===== config.mk =====
export PLATFORM = sky130hd
export DESIGN_NAME = mem_access_ctrl_flat
export DESIGN_NICKNAME = d
export VERILOG_FILES = /design/src/rtl/mem_access_ctrl_if.sv /design/src/rtl/mem_access_ctrl.sv /design/src/flat_wrapper.sv
export SDC_FILE = /design/constraint.sdc
export NUM_CORES = 1
export LEC_CHECK = 0
export CAP_MARGIN = 20
export CORE_ASPECT_RATIO = 0.7
export CORE_MARGIN = 10
export CORE_UTILIZATION = 50
export DETAILED_ROUTE_END_ITERATION = 10
export PLACE_DENSITY = 0.94
export RECOVER_POWER = 50
export SLEW_MARGIN = 20
export SYNTH_ARGS = -nofsm -noshare
export SYNTH_HDL_FRONTEND = slang
export SYNTH_SLANG_ARGS = --single-unit

===== constraint.sdc =====
create_clock -name clk -period 6.73 [get_ports clk]
set_clock_uncertainty 0.2 [all_clocks]
set_input_delay 1.6825 -clock clk [delete_from_list [all_inputs] [get_ports clk]]
set_output_delay 1.6825 -clock clk [all_outputs]
set_load 0.01 [all_outputs]

===== src/rtl/mem_access_ctrl_if.sv =====
// CPU-side request/response handshake of the data-memory access sequencer.
// master = control unit, slave = mem_access_ctrl.
interface mem_access_ctrl_if;
  logic        req;
  logic        is_store;
  logic [1:0]  size;
  logic [31:0] addr;
  logic [31:0] wdata;
  logic        ready;
  logic        done;
  logic [31:0] mdr;
  logic [1:0]  ld_ct;

  modport master (
    output req, is_store, size, addr, wdata,
    input  ready, done, mdr, ld_ct
  );

  modport slave (
    input  req, is_store, size, addr, wdata,
    output ready, done, mdr, ld_ct
  );
endinterface


===== src/rtl/mem_access_ctrl.sv =====
// Multicycle sequencer for word/half/byte data-memory loads and stores (sub-word stores via read-modify-write).
// Optional build macro REQ_OVERRUN_EN adds a sticky request-while-busy diagnostic on overrun.
module mem_access_ctrl #(
  parameter int unsigned MEM_LATENCY = 1
) (
  input  logic               clk,
  input  logic               reset,
  mem_access_ctrl_if.slave   cpu,
  output logic [31:0]        mem_addr,
  output logic               mem_wr,
  output logic [31:0]        mem_wdata,
  input  logic [31:0]        mem_rdata,
  output logic               overrun
);

  typedef enum logic [1:0] {
    IDLE    = 2'd0,
    RD_WAIT = 2'd1,
    WR      = 2'd2,
    DONE    = 2'd3
  } state_t;

  localparam logic [2:0] LAT = 3'(MEM_LATENCY);

  state_t      state_r;
  logic [2:0]  cnt_r;
  logic [1:0]  size_r;
  logic        store_r;
  logic [31:0] wdata_r;
  logic        ready_r;
  logic        done_r;
  logic [31:0] mdr_r;
  logic [1:0]  ld_ct_r;
  logic [1:0]  size_s;

  // Merge new store data into the old memory word; untouched upper bits survive.
  function automatic logic [31:0] merge_store(input logic [1:0]  sz,
                                              input logic [31:0] old_word,
                                              input logic [31:0] new_data);
    logic [31:0] res;
    case (sz)
      2'b01:   res = {old_word[31:16], new_data[15:0]};
      2'b10:   res = {old_word[31:8], new_data[7:0]};
      default: res = new_data;
    endcase
    return res;
  endfunction

  // Size code 11 is folded to word before it is latched.
  always_comb begin
    if (cpu.size == 2'b11) begin
      size_s = 2'b00;
    end else begin
      size_s = cpu.size;
    end
  end

  assign cpu.ready = ready_r;
  assign cpu.done  = done_r;
  assign cpu.mdr   = mdr_r;
  assign cpu.ld_ct = ld_ct_r;

  // Access sequencer with registered memory and handshake outputs.
  always_ff @(posedge clk or negedge reset) begin
    if (!reset) begin
      state_r   <= IDLE;
      cnt_r     <= 3'd0;
      size_r    <= 2'b00;
      store_r   <= 1'b0;
      wdata_r   <= 32'h0000_0000;
      ready_r   <= 1'b1;
      done_r    <= 1'b0;
      mdr_r     <= 32'h0000_0000;
      ld_ct_r   <= 2'b00;
      mem_addr  <= 32'h0000_0000;
      mem_wr    <= 1'b0;
      mem_wdata <= 32'h0000_0000;
    end else begin
      case (state_r)
        IDLE: begin
          if (cpu.req) begin
            mem_addr <= cpu.addr;
            size_r   <= size_s;
            store_r  <= cpu.is_store;
            wdata_r  <= cpu.wdata;
            ready_r  <= 1'b0;
            cnt_r    <= 3'd0;
            // Word stores need no old data, so they skip the read phase.
            if (cpu.is_store && (size_s == 2'b00)) begin
              mem_wr    <= 1'b1;
              mem_wdata <= cpu.wdata;
              state_r   <= WR;
            end else begin
              state_r <= RD_WAIT;
            end
          end else begin
            ready_r <= 1'b1;
          end
        end
        RD_WAIT: begin
          if (cnt_r == LAT) begin
            mdr_r <= mem_rdata;
            cnt_r <= 3'd0;
            if (store_r) begin
              mem_wdata <= merge_store(size_r, mem_rdata, wdata_r);
              mem_wr    <= 1'b1;
              state_r   <= WR;
            end else begin
              ld_ct_r <= size_r;
              done_r  <= 1'b1;
              state_r <= DONE;
            end
          end else begin
            cnt_r <= cnt_r + 3'd1;
          end
        end
        WR: begin
          mem_wr  <= 1'b0;
          done_r  <= 1'b1;
          state_r <= DONE;
        end
        DONE: begin
          done_r  <= 1'b0;
          ready_r <= 1'b1;
          state_r <= IDLE;
        end
        default: begin
          mem_wr  <= 1'b0;
          done_r  <= 1'b0;
          ready_r <= 1'b1;
          state_r <= IDLE;
        end
      endcase
    end
  end

`ifdef REQ_OVERRUN_EN
  logic overrun_r;

  // Sticky flag: a request arrived while the controller was busy.
  always_ff @(posedge clk or negedge reset) begin
    if (!reset) begin
      overrun_r <= 1'b0;
    end else if (cpu.req && !ready_r) begin
      overrun_r <= 1'b1;
    end else begin
      overrun_r <= overrun_r;
    end
  end

  assign overrun = overrun_r;
`else
  assign overrun = 1'b0;
`endif

endmodule


===== src/flat_wrapper.sv =====
// flat-port wrapper written by rule: the top's interface ports become plain ports
module mem_access_ctrl_flat 
#(
  parameter int unsigned MEM_LATENCY = 1
)
  (clk, reset, mem_addr, mem_wr, mem_wdata, mem_rdata, overrun, cpu_req, cpu_is_store, cpu_size, cpu_addr, cpu_wdata, cpu_ready, cpu_done, cpu_mdr, cpu_ld_ct);
  mem_access_ctrl_if cpu_i ();
  input  logic clk;
  input  logic reset;
  output logic [31:0] mem_addr;
  output logic mem_wr;
  output logic [31:0] mem_wdata;
  input  logic [31:0] mem_rdata;
  output logic overrun;
  input wire logic [$bits(cpu_i.req)-1:0] cpu_req;
  input wire logic [$bits(cpu_i.is_store)-1:0] cpu_is_store;
  input wire logic [$bits(cpu_i.size)-1:0] cpu_size;
  input wire logic [$bits(cpu_i.addr)-1:0] cpu_addr;
  input wire logic [$bits(cpu_i.wdata)-1:0] cpu_wdata;
  output wire logic [$bits(cpu_i.ready)-1:0] cpu_ready;
  output wire logic [$bits(cpu_i.done)-1:0] cpu_done;
  output wire logic [$bits(cpu_i.mdr)-1:0] cpu_mdr;
  output wire logic [$bits(cpu_i.ld_ct)-1:0] cpu_ld_ct;
  assign cpu_i.req = cpu_req;
  assign cpu_i.is_store = cpu_is_store;
  assign cpu_i.size = cpu_size;
  assign cpu_i.addr = cpu_addr;
  assign cpu_i.wdata = cpu_wdata;
  assign cpu_ready = cpu_i.ready;
  assign cpu_done = cpu_i.done;
  assign cpu_mdr = cpu_i.mdr;
  assign cpu_ld_ct = cpu_i.ld_ct;
  mem_access_ctrl #(.MEM_LATENCY(MEM_LATENCY)) u_core (.clk(clk), .reset(reset), .cpu(cpu_i), .mem_addr(mem_addr), .mem_wr(mem_wr), .mem_wdata(mem_wdata), .mem_rdata(mem_rdata), .overrun(overrun));
endmodule

==> insert_results.sql <==
INSERT INTO impl_metrics (metric_group, metric, value, unit) VALUES
('grt', 'global_route.usage.met2', '0.321', ''),
('power', 'power_leakage', '3.86', 'nW'),
('synthesis', 'post_synth_num_cell_types', '35', ''),
('floorplan', 'rows', '34', ''),
('sta', 'summed_negative_setup_slack_over_all_endpoints', '0', 'ns'),
('floorplan', 'die_w', '154', 'µm'),
('finish', 'final_net_count', '764', ''),
('drt', 'ant_nets', '0', ''),
('floorplan', 'ioPinCount', '204', ''),
('place', 'hpwl', '12000', 'µm'),
('place', 'gpl.final_weighted_congestion', '0.807', ''),
('synthesis', 'ys_seq_elements', '141', ''),
('clocking', 'clkTransAtPathRegs', '0.06', 'ns'),
('finish', 'fillers', '796', ''),
('finish', 'share_of_the_core_filled_with_cells_in_the_final_layout', '0.724', ''),
('place', 'portBuffers', '202', ''),
('drt', 'detailedRoute.firstPassIterationCount', '4', ''),
('finish', 'post_route_cells_drive_above_1_share', '0.273', ''),
('synthesis', 'synthTopCellsByArea', 'sky130_fd_sc_hd__dfrtp_1 (56%), sky130_fd_sc_hd__mux2_2 (20%), sky130_fd_sc_hd__mux2_4 (7.2%)', ''),
('sta', 'final_worst_setup_slack', '2.92', 'ns'),
('finish', 'diodes', '0', ''),
('setup_path', 'setup.worst_path.end_class', 'flop', ''),
('power', 'ir_worst_vdd', '0.285', 'mV'),
('synthesis', 'synth-edff-count', '0', ''),
('drt', 'drt-initial-drc-count', '251', ''),
('hold_path', 'min_path_type', 'flop to flop', ''),
('grt', 'grt_max_degree', '85', ''),
('drt', 'post_drt_wl_per_cell', '20.0', 'µm'),
('place', 'dpl_cells', '796', ''),
('sta', 'finalCritPeriodShare', '0.567', ''),
('grt', 'number_of_global_route_vias_before_repair', '4892', ''),
('clocking', 'worstSkewPairLatency', '0.41', 'ns'),
('synthesis', 'synth_ff_type', 'sky130_fd_sc_hd__dfrtp_1', ''),
('drt', 'postRouteWirelength', '16500', 'µm'),
('synthesis', 'synth.cell_area', '6240', 'µm²'),
('clocking', 'cts-buffers-inserted', '17', ''),
('synthesis', 'synth_commonest_cells', 'sky130_fd_sc_hd__dfrtp_1 (140), sky130_fd_sc_hd__mux2_2 (111), sky130_fd_sc_hd__nor2_1 (32)', ''),
('grt', 'global_route.peak_usage_layer', 'met2', ''),
('floorplan', 'fp.dieH', '113', 'µm'),
('clocking', 'postCtsSetupRepairBufs', '0', ''),
('sta', 'grt_setup_unrepaired', 'no', ''),
('place', 'dpl_worst_slack', '2.32', 'ns'),
('floorplan', 'die_area', '17400', 'µm²'),
('setup_path', 'crit_path_start_kind', 'input port', ''),
('synthesis', 'synth.yosys.seq_area_share', '0.566', ''),
('setup_path', 'crit_path_max_fanout', '44', ''),
('clocking', 'tritoncts_num_sinks', '141', ''),
('setup_path', 'criticalPathCategory', 'input port to flop', ''),
('grt', 'grt_use_met1', '0.210', ''),
('synthesis', 'synthArstFlopShare', '1.00', ''),
('clocking', 'ctsRootBufferMaster', 'sky130_fd_sc_hd__clkbuf_16', ''),
('run_status', 'outcome', 'complete, no violations', ''),
('setup_path', 'worst-endpoint-required', '6.82', 'ns'),
('clocking', 'max-clock-path-buffers', '2', ''),
('drt', 'via_count', '4352', ''),
('finish', 'final_instance_count_excl_fillers', '826', ''),
('synthesis', 'post-synth-top-area-fraction', '0.561', ''),
('sta', 'slew_headroom', '0.313', ''),
('sta', 'max_slew.worst_pin.slew', '1.03', 'ns'),
('power', 'clock_power_share', '0.196', ''),
('sta', 'finalCriticalPeriod', '3.81', 'ns'),
('power', 'share_comb_of_total_power', '0.476', ''),
('synthesis', 'yosys_warnings', '0', ''),
('sta', 'timing_max_transition_violations_final', '0', ''),
('sta', 'fmax', '0.262', 'GHz'),
('power', 'internal_power', '3.14', 'mW'),
('synthesis', 'post-synth-top-area-cell', 'sky130_fd_sc_hd__dfrtp_1', ''),
('synthesis', 'mappedNetlistNets', '568', ''),
('clocking', 'cts_hold_repair.buffers', '0', ''),
('synthesis', 'synth_area_per_cell', '13.7', 'µm²'),
('power', 'total_power', '4.65', 'mW');
[cell usage in the layout, fill, tap and decap left out, drive strengths merged, types with 2 or more instances in the layout]
cell type / instances
clkdlybuf4s50: 160
mux2: 141
dfrtp: 140
dlygate4sd3: 41
nor2: 33
nand2: 25
clkbuf: 23
nand3b: 17
a31oi: 17
inv: 10
ha: 9
a221oi: 8
o21ai: 7
clkinv: 5
a21oi: 3
buf: 3
or2: 2
nor2b: 2
mux2i: 2
nand3: 2
a22o: 2
bufinv: 2
[routing by layer]
metal  vias to the layer above  part of all wire
li1                       2006                 -
met1                      2155              0.40
met2                       170              0.50
met3                        19             0.088
met4                         2            0.0085
met5                         -           0.00079
[registers in the layout, summed over array words and instances (netlist names)]
name and cells:
u_core.store_r 1, u_core.cpu.mdr 32, u_core.mem_wr 1, u_core.cpu.ld_ct 2, u_core.wdata_r 32, u_core.cnt_r 3
u_core.state_r 2, u_core.size_r 2, u_core.cpu.done 1, u_core.mem_wdata 32, u_core.cpu.ready 1, u_core.mem_addr 32
[cell type report]
| type | count | share of cell area |
|---|---|---|
| sequential | 141 | 0.395 |
| timing repair buffer | 204 | 0.228 |
| clock buffer | 23 | 0.0546 |
| clock inverter | 7 | 0.00980 |
| tap | 162 | 0.0227 |
| multi-input combinational | 278 | 0.285 |
| inverter | 11 | 0.00462 |
[worst paths after layout]
kind / endpoint / slack (ns) / depth (start not counted) / startpoint
worst min register to register: u_core.mem_addr[7]$_DFFE_PN0P_ / 0.30 / 1 / u_core.mem_addr[7]$_DFFE_PN0P_
worst max-delay path: u_core.mem_addr[22]$_DFFE_PN0P_ / 2.92 / 4 / cpu_req
min in group asynchronous: u_core.mem_wdata[12]$_DFFE_PN0P_ / 1.12 / 1 / reset
worst min-delay path: u_core.mem_addr[7]$_DFFE_PN0P_ / 0.30 / 1 / u_core.mem_addr[7]$_DFFE_PN0P_
max in group asynchronous: u_core.cpu.done$_DFFE_PN0P_ / 3.99 / 2 / reset
worst max register to register: u_core.cpu.mdr[20]$_DFFE_PN0P_ / 3.35 / 5 / u_core.state_r[1]$_DFFE_PN0P_
[power groups by stage]
stage	registers [mW]	clock network [mW]	logic, mW
after global placement	1.50	0	2.18
after global routing	1.58	0.959	2.38
final	1.53	0.913	2.22
after floorplan	1.64	0	1.19
after detailed placement	1.53	0	2.28
after CTS	1.53	0.926	2.29
[kinds of logic (layout without fill, tap and decap cells)]
family	Yosys count	count (layout)	share of synthesized area
fa+ha+maj	9	9	0.0180
other cells	1	1	0.000601
mux	143	143	0.276
simple gates	85	85	0.0664
flops	141	141	0.566
buf+inv	38	245	0.0299
compound gates	40	40	0.0437
[worst max-delay path: stages]
cell and delay [ns]:
sky130_fd_sc_hd__dlygate4sd3_1 0.59, sky130_fd_sc_hd__nand2_2 0.76, sky130_fd_sc_hd__buf_4 0.46, sky130_fd_sc_hd__mux2_2 0.39
[per-stage QoR]
stage                     instance area (µm²)  hold WS (ns)
after global placement                   8350         0.281
final                                    8940         0.296
after detailed placement                 8350         0.287
after floorplan                          6240         0.274
after CTS                                8920         0.303
after global routing                     8940         0.307
Power figures use the tool's default switching activity.
